===== config.mk =====
export PLATFORM = sky130hd
export DESIGN_NAME = ascii_seg_display
export DESIGN_NICKNAME = d
export VERILOG_FILES = /design/src/rtl/seg_disp_pkg.sv /design/src/rtl/char_fifo.sv /design/src/rtl/ascii_seg_display.sv
export SDC_FILE = /design/constraint.sdc
export NUM_CORES = 1
export LEC_CHECK = 0
export CAP_MARGIN = 20
export CORE_MARGIN = 2
export CORE_UTILIZATION = 60
export CTS_BUF_LIST = sky130_fd_sc_hd__clkbuf_2
export DETAILED_ROUTE_END_ITERATION = 8
export GPL_ROUTABILITY_DRIVEN = 0
export GPL_TIMING_DRIVEN = 0
export HOLD_SLACK_MARGIN = 0.1
export PLACE_DENSITY = 0.87
export SYNTH_ARGS = -nofsm -noshare
export SYNTH_HDL_FRONTEND = slang
export SYNTH_SLANG_ARGS = --single-unit

===== constraint.sdc =====
create_clock -name clk -period 4.1 [get_ports clk]
set_input_delay 1.23 -clock clk [delete_from_list [all_inputs] [get_ports clk]]
set_output_delay 1.23 -clock clk [all_outputs]
set_load 0.01 [all_outputs]

===== src/rtl/seg_disp_pkg.sv =====
// seg_disp_pkg: shared state encoding, segment constants and ASCII-to-7-segment decode. Rev 1.0
`default_nettype none

package seg_disp_pkg;

  typedef enum logic [1:0] {
    IDLE = 2'd0,
    SHOW = 2'd1,
    GAP  = 2'd2
  } state_t;

  localparam logic [7:0] SEG_BLANK    = 8'h00;
  localparam logic [7:0] SEG_UNMAPPED = 8'h80;

  // Segment order {dp,g,f,e,d,c,b,a}; lower-case letters fold onto the same glyphs.
  function automatic logic [7:0] ascii_to_seg(input logic [7:0] ch);
    logic [7:0] up;
    logic [7:0] seg;
    up = ((ch >= 8'h61) && (ch <= 8'h7A)) ? (ch - 8'h20) : ch;
    case (up)
      8'h30: seg = 8'h3F;
      8'h31: seg = 8'h06;
      8'h32: seg = 8'h5B;
      8'h33: seg = 8'h4F;
      8'h34: seg = 8'h66;
      8'h35: seg = 8'h6D;
      8'h36: seg = 8'h7D;
      8'h37: seg = 8'h07;
      8'h38: seg = 8'h7F;
      8'h39: seg = 8'h6F;
      8'h41: seg = 8'h77;
      8'h42: seg = 8'h7C;
      8'h43: seg = 8'h39;
      8'h44: seg = 8'h5E;
      8'h45: seg = 8'h79;
      8'h46: seg = 8'h71;
      8'h47: seg = 8'h3D;
      8'h48: seg = 8'h76;
      8'h49: seg = 8'h30;
      8'h4A: seg = 8'h1E;
      8'h4C: seg = 8'h38;
      8'h4E: seg = 8'h54;
      8'h4F: seg = 8'h3F;
      8'h50: seg = 8'h73;
      8'h52: seg = 8'h50;
      8'h53: seg = 8'h6D;
      8'h54: seg = 8'h78;
      8'h55: seg = 8'h3E;
      8'h59: seg = 8'h6E;
      8'h20: seg = SEG_BLANK;
      8'h2D: seg = 8'h40;
      8'h5F: seg = 8'h08;
      default: seg = SEG_UNMAPPED;
    endcase
    return seg;
  endfunction

endpackage

`default_nettype wire


===== src/rtl/char_fifo.sv =====
// char_fifo: small power-of-two FIFO with extra-MSB pointers and a registered ready (= not full). Rev 1.0
`default_nettype none

module char_fifo #(
  parameter int DEPTH = 4,
  parameter int WIDTH = 8
) (
  input  logic             clk,
  input  logic             rst_n,
  input  logic             push,
  input  logic [WIDTH-1:0] wr_data,
  input  logic             pop,
  output logic [WIDTH-1:0] rd_data,
  output logic             full,
  output logic             empty,
  output logic             ready
);

  localparam int AW = $clog2(DEPTH);

  logic [WIDTH-1:0] mem [DEPTH];
  logic [AW:0]      wr_ptr, rd_ptr, wr_ptr_nx, rd_ptr_nx;
  logic             do_push, do_pop, full_nx;

  assign do_push   = push && !full;
  assign do_pop    = pop && !empty;
  assign wr_ptr_nx = wr_ptr + {{AW{1'b0}}, do_push};
  assign rd_ptr_nx = rd_ptr + {{AW{1'b0}}, do_pop};

  assign empty   = (wr_ptr == rd_ptr);
  assign full    = (wr_ptr[AW] != rd_ptr[AW]) && (wr_ptr[AW-1:0] == rd_ptr[AW-1:0]);
  assign full_nx = (wr_ptr_nx[AW] != rd_ptr_nx[AW]) && (wr_ptr_nx[AW-1:0] == rd_ptr_nx[AW-1:0]);
  assign rd_data = mem[rd_ptr[AW-1:0]];

  // ready looks at post-edge occupancy so it is never one cycle stale after a fill.
  always_ff @(posedge clk or negedge rst_n) begin
    if (!rst_n) begin
      wr_ptr <= '0;
      rd_ptr <= '0;
      ready  <= 1'b0;
    end else begin
      wr_ptr <= wr_ptr_nx;
      rd_ptr <= rd_ptr_nx;
      ready  <= !full_nx;
    end
  end

  always_ff @(posedge clk) begin
    if (do_push) mem[wr_ptr[AW-1:0]] <= wr_data;
  end

endmodule

`default_nettype wire


===== src/rtl/ascii_seg_display.sv =====
// ascii_seg_display: buffers ASCII bytes and shows each on a 7-segment display for a fixed dwell.
// Optional macro GAP_BLANK_EN inserts a blank gap between characters. Rev 1.0
`default_nettype none

module ascii_seg_display
  import seg_disp_pkg::*;
#(
  parameter int FIFO_DEPTH  = 4,
  parameter int HOLD_CYCLES = 1000,
  parameter int GAP_CYCLES  = 100
) (
  input  logic       clk,
  input  logic       rst_n,
  input  logic       ena,
  input  logic [7:0] ch_data,
  input  logic       ch_valid,
  output logic       ch_ready,
  output logic [7:0] seg_out,
  output logic       busy
);

  localparam int TMAX = (HOLD_CYCLES > GAP_CYCLES) ? HOLD_CYCLES : GAP_CYCLES;
  localparam int TW   = $clog2(TMAX + 1);
  localparam logic [TW-1:0] HOLD_LOAD = TW'(HOLD_CYCLES - 1);
`ifdef GAP_BLANK_EN
  localparam logic [TW-1:0] GAP_LOAD  = TW'(GAP_CYCLES - 1);
`endif

  state_t        state_q, state_nx;
  logic [TW-1:0] timer_q, timer_nx;
  logic [7:0]    seg_q, seg_nx;
  logic [7:0]    head;
  logic          push, pop, full, empty;

  assign push = ch_valid && ch_ready;

  char_fifo #(
    .DEPTH (FIFO_DEPTH),
    .WIDTH (8)
  ) u_fifo (
    .clk     (clk),
    .rst_n   (rst_n),
    .push    (push),
    .wr_data (ch_data),
    .pop     (pop),
    .rd_data (head),
    .full    (full),
    .empty   (empty),
    .ready   (ch_ready)
  );

  always_ff @(posedge clk or negedge rst_n) begin
    if (!rst_n) begin
      state_q <= IDLE;
      timer_q <= '0;
      seg_q   <= SEG_BLANK;
    end else begin
      state_q <= state_nx;
      timer_q <= timer_nx;
      seg_q   <= seg_nx;
    end
  end

  always_comb begin
    state_nx = state_q;
    timer_nx = timer_q;
    seg_nx   = seg_q;
    pop      = 1'b0;
    case (state_q)
      IDLE: begin
        seg_nx = SEG_BLANK;
        if (!empty) begin
          pop      = 1'b1;
          seg_nx   = ascii_to_seg(head);
          timer_nx = HOLD_LOAD;
          state_nx = SHOW;
        end
      end
      SHOW: begin
        if (ena) begin
          if (timer_q != '0) begin
            timer_nx = timer_q - 1'b1;
          end else begin
`ifdef GAP_BLANK_EN
            seg_nx   = SEG_BLANK;
            timer_nx = GAP_LOAD;
            state_nx = GAP;
`else
            if (!empty) begin
              pop      = 1'b1;
              seg_nx   = ascii_to_seg(head);
              timer_nx = HOLD_LOAD;
            end else begin
              seg_nx   = SEG_BLANK;
              state_nx = IDLE;
            end
`endif
          end
        end
      end
`ifdef GAP_BLANK_EN
      GAP: begin
        if (ena) begin
          if (timer_q != '0) begin
            timer_nx = timer_q - 1'b1;
          end else if (!empty) begin
            pop      = 1'b1;
            seg_nx   = ascii_to_seg(head);
            timer_nx = HOLD_LOAD;
            state_nx = SHOW;
          end else begin
            state_nx = IDLE;
          end
        end
      end
`endif
      default: begin
        seg_nx   = SEG_BLANK;
        state_nx = IDLE;
      end
    endcase
  end

  always_comb begin
    seg_out = seg_q;
    busy    = (state_q != IDLE) || !empty;
  end

endmodule

`default_nettype wire

* After elaboration in Yosys (flattened, before gate mapping) *
Memories as Yosys holds them, arrays and structs flattened.
Cells that the tools add are included.

cells by class
  reduce and logical (&&, ||, !) cells = 17
  equal/unequal tests = 10
  muxes and demuxes = 23
  order comparisons = 2
  add/subtract/negate cells = 4

operator list
  kind                                                                                  number
  8-bit 2-to-1 mux                                                                      7
  10-bit 2-to-1 mux                                                                     3
  10-bit case mux with 2 select lines                                                   1
  8-bit case mux with 2 select lines                                                    1
  10-bit nonzero test                                                                   1
  10-bit by 1-bit subtractor with 10-bit output (second input constant)                 1
  8-bit by 7-bit greater-or-equal comparator with 1-bit output (second input constant)  1
  8-bit by 7-bit less-or-equal comparator with 1-bit output (second input constant)     1
  2-bit 2-to-1 mux                                                                      4
  2-bit != test (second input constant)                                                 4
  8-bit by 6-bit subtractor with 8-bit output (second input constant)                   1
  3-bit by 1-bit adder with 3-bit output                                                2
  1-bit logical AND                                                                     6
  1-bit 2-to-1 mux                                                                      5
  2-bit == test                                                                         2
  2-bit case mux with 2 select lines                                                    1
  2-bit AND reduction                                                                   2
  4-bit AND reduction                                                                   1
  2-bit nonzero test                                                                    2
  3-bit == test                                                                         1
  1-bit logical NOT                                                                     3
  2-bit by 1-bit == test with 1-bit output (second input constant)                      1
  2-bit logical NOT                                                                     1
  1-bit != test                                                                         2
  2 further kinds                                                                       2

word-level totals
  register bits after elaboration = 27
  memories = 3
  memory bits (read-only) = 2048
  memory bits (writable) = 32
  word-level logic and storage cells = 65
  bits of input ports = 12
  output and inout port bits = 10

memories
  memory            words  width  rd ports  clocked after Yosys merged registers in  write ports  line                RTL
  (name not given)  128    8      1         0                                        0            seg_disp_pkg.sv:20  case (up)
  (name not given)  128    8      1         0                                        0            seg_disp_pkg.sv:20
  u_fifo.mem        4      8      1         0                                        1            char_fifo.sv:21     logic [WIDTH-1:0] mem [DEPTH];

* Longest topological paths before layout *
Gate-level depths: netlist of the first run.

  depth after elaboration = 10
  gate-level depth with buffers = 12

* Modules after synthesis *
From an unflattened synthesis of the first run, not the netlist that was laid out.

second synthesis, totals
  cells, all modules = 298
  area total of the unflattened synthesis = 3233.1 sq um

by module, submodules not included
  module             instances  area each (sq um)  cells each  sequential area each (sq um)
  ascii_seg_display  1          1714.1             226         475.5
  char_fifo          1          1519.0             72          1136.1

* Worst setup path before layout of the first run *
No wires, ideal clock.

  kind = input to register
  start = input port ena
  end = register u_fifo.ready
  slack = 922 ps
  arrival = 3047 ps
  required time = 3969 ps
  library setup time = 131 ps
  stages on the path = 10
  buffers on the path = 1
  path through = inv_1 > o41a_1 > buf_6 > or2_4 > inv_1 > ha_1 > ha_1 > xor2_1 > xnor2_1 > or3_1

on the way
  cells in the longest elaborated chain, start to end = 7

ends and longest elaborated chain
  item                                    line                     RTL
  from (decl)                             ascii_seg_display.sv:14  input logic ena,
  1-bit 2-to-1 mux                        ascii_seg_display.sv:80  if (ena) begin
  1-bit case mux with 2 select lines      ascii_seg_display.sv:69  case (state_q)
  1-bit logical AND                       char_fifo.sv:26          assign do_pop = pop && !empty;
  3-bit by 1-bit adder with 3-bit output  char_fifo.sv:28          assign rd_ptr_nx = rd_ptr + {{AW{1'b0}}, do_pop};
  net u_fifo.rd_ptr_nx[2]                 char_fifo.sv:22          logic [AW:0] wr_ptr, rd_ptr, wr_ptr_nx, rd_ptr_nx;
  1-bit != test                           char_fifo.sv:32          assign full_nx = (wr_ptr_nx[AW] != rd_ptr_nx[AW]) && (wr_ptr_nx[AW-1:0] == rd_ptr_nx[AW-1:0]);
  1-bit logical AND                       char_fifo.sv:32
  1-bit logical NOT                       char_fifo.sv:44          ready <= !full_nx;
  to (signal assigned)                    char_fifo.sv:44
  to (decl)                               char_fifo.sv:16          output logic ready

The timed path passes the listed nets, and every way through them passes these cells.
A chain may end at the register's enable or synchronous reset.

* Final worst setup path of the first run *
  start = register u_fifo.rd_ptr[1]
  end = output port busy

on the way
  cells in the longest elaborated chain, start to end = 3

ends and longest elaborated chain
  item                    line                      RTL
  from (decl)             char_fifo.sv:22
  from (signal assigned)  char_fifo.sv:43           rd_ptr <= rd_ptr_nx;
  3-bit == test           char_fifo.sv:30           assign empty = (wr_ptr == rd_ptr);
  1-bit logical NOT       ascii_seg_display.sv:126  busy = (state_q != IDLE) || !empty;
  1-bit logical OR        ascii_seg_display.sv:126
  to (decl)               ascii_seg_display.sv:19   output logic busy

No other way between the ends.

==> run metrics, run 1 <==
Layout Cells excl Fill 397; Critical Path AT 2350 ps; nets 348; Avg Inst Size Synth 11.3 um^2; final instance area 3700 um^2; Detailed Routing Iterations Pass 1 5; first-pass GRT wire length 11.2 mm; cts repair resizes 0; Flop pwr share 0.464; status finished clean; Area growth, synth to finish 14.0%; Crit Path Category reg2out; syn nets 314; Die ar. 6020 um^2; Worst Tran Pin Value 833 ps; Post-Syn Area 3250 um^2; Initial Util 0.628; Max Root-Sink Buffers 2; max cap viols 0; top-count cell post-synth edfxtp_1; Worst EP required 2870 ps; CTS buffer count 9; Setup-failing EPs final 0; CP Capture Type output pin; Post-Place Setup Slack 279 ps; clock share of power 0.246; top cells by instance count after synthesis edfxtp_1, dfrtp_1, nand2_1; fin crit share 0.874; antenna violations before repair 0; Logic pwr share 0.290; Max Slew Vio Count 0; half-perimeter wire length after placement 4.80 mm; vias in the first global route 2,373; I/O Buffers 21; fmax 279 MHz; Clock Latency Late Sink 510 ps; CTS tree yes; Setup WS post-layout 517 ps; internal cell power 1.14 mW; die width 77.6 um; placed inst area 3570 um^2; Worst-path clk slew 190 ps; # rows 26; flops & latches, synth 58; worst clock skew 31.0 ps; Iter 0 DRT Violations 338; placed cell count 381; Mapped Cells 288; top post-synthesis cells by area edfxtp_1, dfrtp_1, mux4_2, ha_1, nand2_1; Post-CTS Setup Inserts 0; grt total ovfl 0; Seq/Total Area, Yosys 0.496; top cell type by total area after synthesis edfxtp_1; Avg WL per Cell 17.1 um; post-route ant nets 0; synth unique cells 55; Pleak 1.43 nW; Vias/cell 6.26; min Tclk post-route 3580 ps; Async SR Flop Fraction 0.448; Worst Path Max Fanout 10; Sw Share 0.340; die height 77.6 um; Peak VDD IR 0.000284 V; slew margin rel. 0.440; largest net degree at the start of global routing 16; Post-synth top flop edfxtp_1; H-tree depth 3; Antenna diodes 0; Post-synth EDFFs 32; area of the core 5170 um^2; TritonCTS Sinks 58; Final Hold Viols 0; Setup TNS 0 ps; top cell type's share of synthesized area 0.296; share of cells above drive strength 1 0.131; Yosys warnings 0; RSZ-0062 raised after global routing false; WL final 6.79 mm; DRC violations left 0; clock tree root driver cell clkbuf_2; Vias 2,484; Hold Buf Count CTS 0; net load switching power 0.589 mW; Cell Pwr Density 467 nW/um^2; Global Route Usage Sum 0.242; final core occ 0.716; Filler cells 368; HP Class reg2reg; # IOs 22; CP startpoint kind register
-- placed cells by master, fill, tap and decap left out, types with 3 or more instances in the layout --
cell type        count
xor2_1               5
nand2_1             26
nand2b_1            12
clkinv_2             3
a221oi_1             3
nor3b_1              3
a31oi_1              5
a21oi_1             14
and3_1               3
clkdlybuf4s50_1     21
edfxtp_1            32
buf_1                3
nor3_1               8
buf_2                6
nor2_1              22
nand3_1              5
o21ai_0             17
dfrtp_1             26
clkbuf_1             3
inv_1               11
mux4_2               8
ha_1                14
mux2i_1              4
xnor2_1              6
mux2_2               4
clkbuf_2             9
a221o_1              8
-- kinds of logic after synthesis --
group | Yosys count | synth area share
mux | 16 | 0.0817
xor+xnor | 11 | 0.0297
simple gates | 93 | 0.149
fa+ha+maj | 14 | 0.0539
buf+inv | 23 | 0.0308
compound gates | 73 | 0.158
flops | 58 | 0.496
-- through the flow --
stage                     hold slack, ps  power (mW)
after floorplan                      432        1.16
after global placement               452        1.27
after detailed placement             464        1.30
after CTS                            486        1.73
after global routing                 522        1.82
final                                491        1.73
-- sequential cells by signal, summed over array words and instances, names as in the netlist --
signal         count
u_fifo.mem        32
timer_q           10
seg_out            8
u_fifo.rd_ptr      3
u_fifo.wr_ptr      3
state_q            1
u_fifo.ready       1
-- routing by layer --
metal / vias to the layer above / GRT usage / wire length [um]
li1: 1167 / - / -
met1: 1194 / 0.306 / 2870
met2: 109 / 0.393 / 3400
met3: 14 / 0.0593 / 392
met4: 0 / 0.114 / 125
met5: - / 0 / 0
-- power by group through the flow --
stage | Combinational (mW) | Clock [mW] | Sequential (mW)
2_1_floorplan | 0.367 | 0 | 0.795
3_3_place_gp | 0.463 | 0 | 0.808
3_5_place_dp | 0.487 | 0 | 0.815
4_1_cts | 0.496 | 0.433 | 0.804
5_1_grt | 0.550 | 0.457 | 0.818
6_report | 0.502 | 0.425 | 0.803
-- worst paths after layout --
check                      slack [ps]             start                to  cells after the start
max                               520  u_fifo.rd_ptr[1]              busy                      5
min in group asynchronous        1050             rst_n        timer_q[9]                      1
max reg2reg                       620  u_fifo.rd_ptr[0]        seg_out[7]                     10
max in group asynchronous        2520             rst_n  u_fifo.rd_ptr[0]                      2
min reg2reg                       490        timer_q[9]        timer_q[9]                      1
min                               490        timer_q[9]        timer_q[9]                      1
-- cell type report --
type	instances	area (um^2)	share of cell area
flip-flops and latches	58	1610	0.435
plain buffers	12	58.8	0.0159
multi-input cells	207	1540	0.415
well taps	70	87.6	0.0236
clock inverters	7	92.6	0.0250
inverters	11	41.3	0.0111
repair buffers	23	230	0.0622
clock buffers	9	45.0	0.0122
-- worst max-delay path: stages (launching register included) --
cell and delay (ps):
dfrtp_1 500, buf_2 320, xnor2_1 170, and3_1 290, nand2b_1 80, clkdlybuf4s50_1 480
Note: power is estimated with default switching activity, not from simulation.
==> inputs of run 2 (changes only) <==
- CORE_MARGIN: 2 -> 5
- SLEW_MARGIN: not set -> 20
==> run metrics, run 2 (same netlist as run 1, synthesis figures left out) <==
Final Hold Viols 0 (unchanged); Hold Buf Count CTS 0 (unchanged); status finished clean; placed cell count 379 (-0.52%); Worst-path clk slew 190 ps (about the same); # rows 26 (unchanged); slowest stage delay, CP 490 ps (about the same); TritonCTS Sinks 58 (unchanged); Post-CTS Setup Inserts 0 (unchanged); Max Slew Vio Count 0 (unchanged); Critical Path AT 2340 ps (about the same); clock tree root driver cell clkbuf_2; Layout Cells excl Fill 395 (-0.50%); min Tclk post-route 3570 ps (-12.2 ps); RSZ-0062 raised after global routing false; Iter 0 DRT Violations 300 (-11%); Antenna diodes 0 (unchanged); Cell Pwr Density 471 nW/um^2 (+0.77%); R2R Setup Slk 570 ps (-50 ps); Pleak 1.42 nW (-0.77%); Clock Latency Late Sink 510 ps (about the same); Worst Path Max Fanout 10 (unchanged); Die ar. 6980 um^2 (+16%); Detailed Routing Iterations Pass 1 4 (-1); CP max stage cell dfrtp_1; final core occ 0.712 (-0.00387); Max Root-Sink Buffers 2 (unchanged); CTS tree yes; cts repair resizes 0 (unchanged); fmax 280 MHz (+0.34%); I/O Buffers 21 (unchanged); hold path cells 1 (unchanged); highest-count cells in the layout ignoring fill and taps edfxtp_1, nand2_1, dfrtp_1; Worst EP required 2870 ps (about the same); nets 346 (-0.57%); final instance area 3680 um^2 (-0.54%); H-tree depth 3 (unchanged); antenna violations before repair 0 (unchanged); HP Class reg2reg; CP startpoint kind register; WL final 6.70 mm (-1.4%); post-route ant nets 0 (unchanged); first-pass GRT wire length 11.4 mm (+1.7%); share of cells above drive strength 1 0.132 (+0.000809); area of the core 5170 um^2 (unchanged); max reg flops 32 (unchanged); half-perimeter wire length after placement 4.82 mm (+0.56%); Initial Util 0.628 (unchanged); Avg WL per Cell 17.0 um (-0.86%); die height 83.6 um (+7.7%); largest net degree at the start of global routing 27 (+11); slew margin rel. 0.442 (+0.00212); Peak VDD IR 0.000309 V (+8.9%); Setup TNS 0 ps (unchanged); max cap viols 0 (unchanged); R2R cell count 10 (unchanged); Area growth, synth to finish 13.4%; Setup-failing EPs final 0 (unchanged); DRC violations left 0 (unchanged); Vias 2,477 (-0.28%); CTS buffer count 9 (unchanged); CP Capture Type output pin; Vias/cell 6.27 (+0.22%); # IOs 22 (unchanged); Filler cells 359 (-2.4%); Worst Tran Pin Value 830 ps (-3.15 ps); vias in the first global route 2,391 (+0.76%); Global Route Usage Sum 0.206 (-0.0361); commonest non-fill, non-tap cell in the layout edfxtp_1; placed inst area 3550 um^2 (-0.56%); die width 83.6 um (+7.7%); grt total ovfl 0 (unchanged); critical path, cell by cell buf_2, xnor2_1, and3_1, nand2b_1, clkdlybuf4s50_1; fin crit share 0.871 (-0.00297); Crit Path Category reg2out; worst clock skew 34.3 ps (+3.29 ps)
[run 2: cell types whose count changed in the layout (fill, tap and decap cells not counted)]
cell             previous run  this run
buf_8                       1         0
clkdlybuf4s50_1            21        20
nor3b_1                     3         2
nor3b_2                     0         1
[run 2: worst max-delay path, delay by kind of cell (launching register included)]
kind / cells / cell delay (ps)
XOR/XNOR: 1 / 170
AND/OR/NAND/NOR: 2 / 370
buffers and inverters: 2 / 800
flip-flops: 1 / 490
[run 2: worst paths after layout]
check                            startpoint                to
min in group asynchronous             rst_n        seg_out[0]
setup reg to reg           u_fifo.rd_ptr[0]        seg_out[7]
max in group asynchronous             rst_n  u_fifo.rd_ptr[0]
hold reg to reg                  timer_q[9]        timer_q[9]
hold / removal                   timer_q[9]        timer_q[9]
setup / recovery           u_fifo.rd_ptr[1]              busy
[run 2: routing by layer]
metal | wire length (um) | GRT usage
met3 | 472 | 0.0652
met1 | 2850 | 0.256
met5 | 0 | 0
met2 | 3200 | 0.334
met4 | 183 | 0.0819
[run 2: report_power, final]
group | internal (mW) | switching [mW] | total, mW
sequential | 0.731 | 0.0752 | 0.806
clock | 0.202 | 0.234 | 0.436
combinational | 0.204 | 0.287 | 0.491
total | 1.14 | 0.596 | 1.73
[run 2: area by class of cell]
type | instances | area [um^2] | area share
Sequential cell | 58 | 1610 | 0.438
Clock buffer | 9 | 45.0 | 0.0122
Multi-Input combinational cell | 207 | 1540 | 0.418
Tap cell | 70 | 87.6 | 0.0238
Buffer | 12 | 58.8 | 0.0160
Inverter | 11 | 41.3 | 0.0112
Clock inverter | 7 | 92.6 | 0.0251
Timing Repair Buffer | 21 | 205 | 0.0557
[run 2: per-stage QoR]
| stage | worst slack [ps] | power, mW | hold slack, ps |
|---|---|---|---|
| 5_1_grt | 297 | 1.83 | 496 |
| 3_3_place_gp | 278 | 1.27 | 453 |
| 3_5_place_dp | 183 | 1.30 | 460 |
| 6_report | 529 | 1.73 | 479 |
| 4_1_cts | 489 | 1.73 | 480 |
| 2_1_floorplan | 922 | 1.16 | 432 |
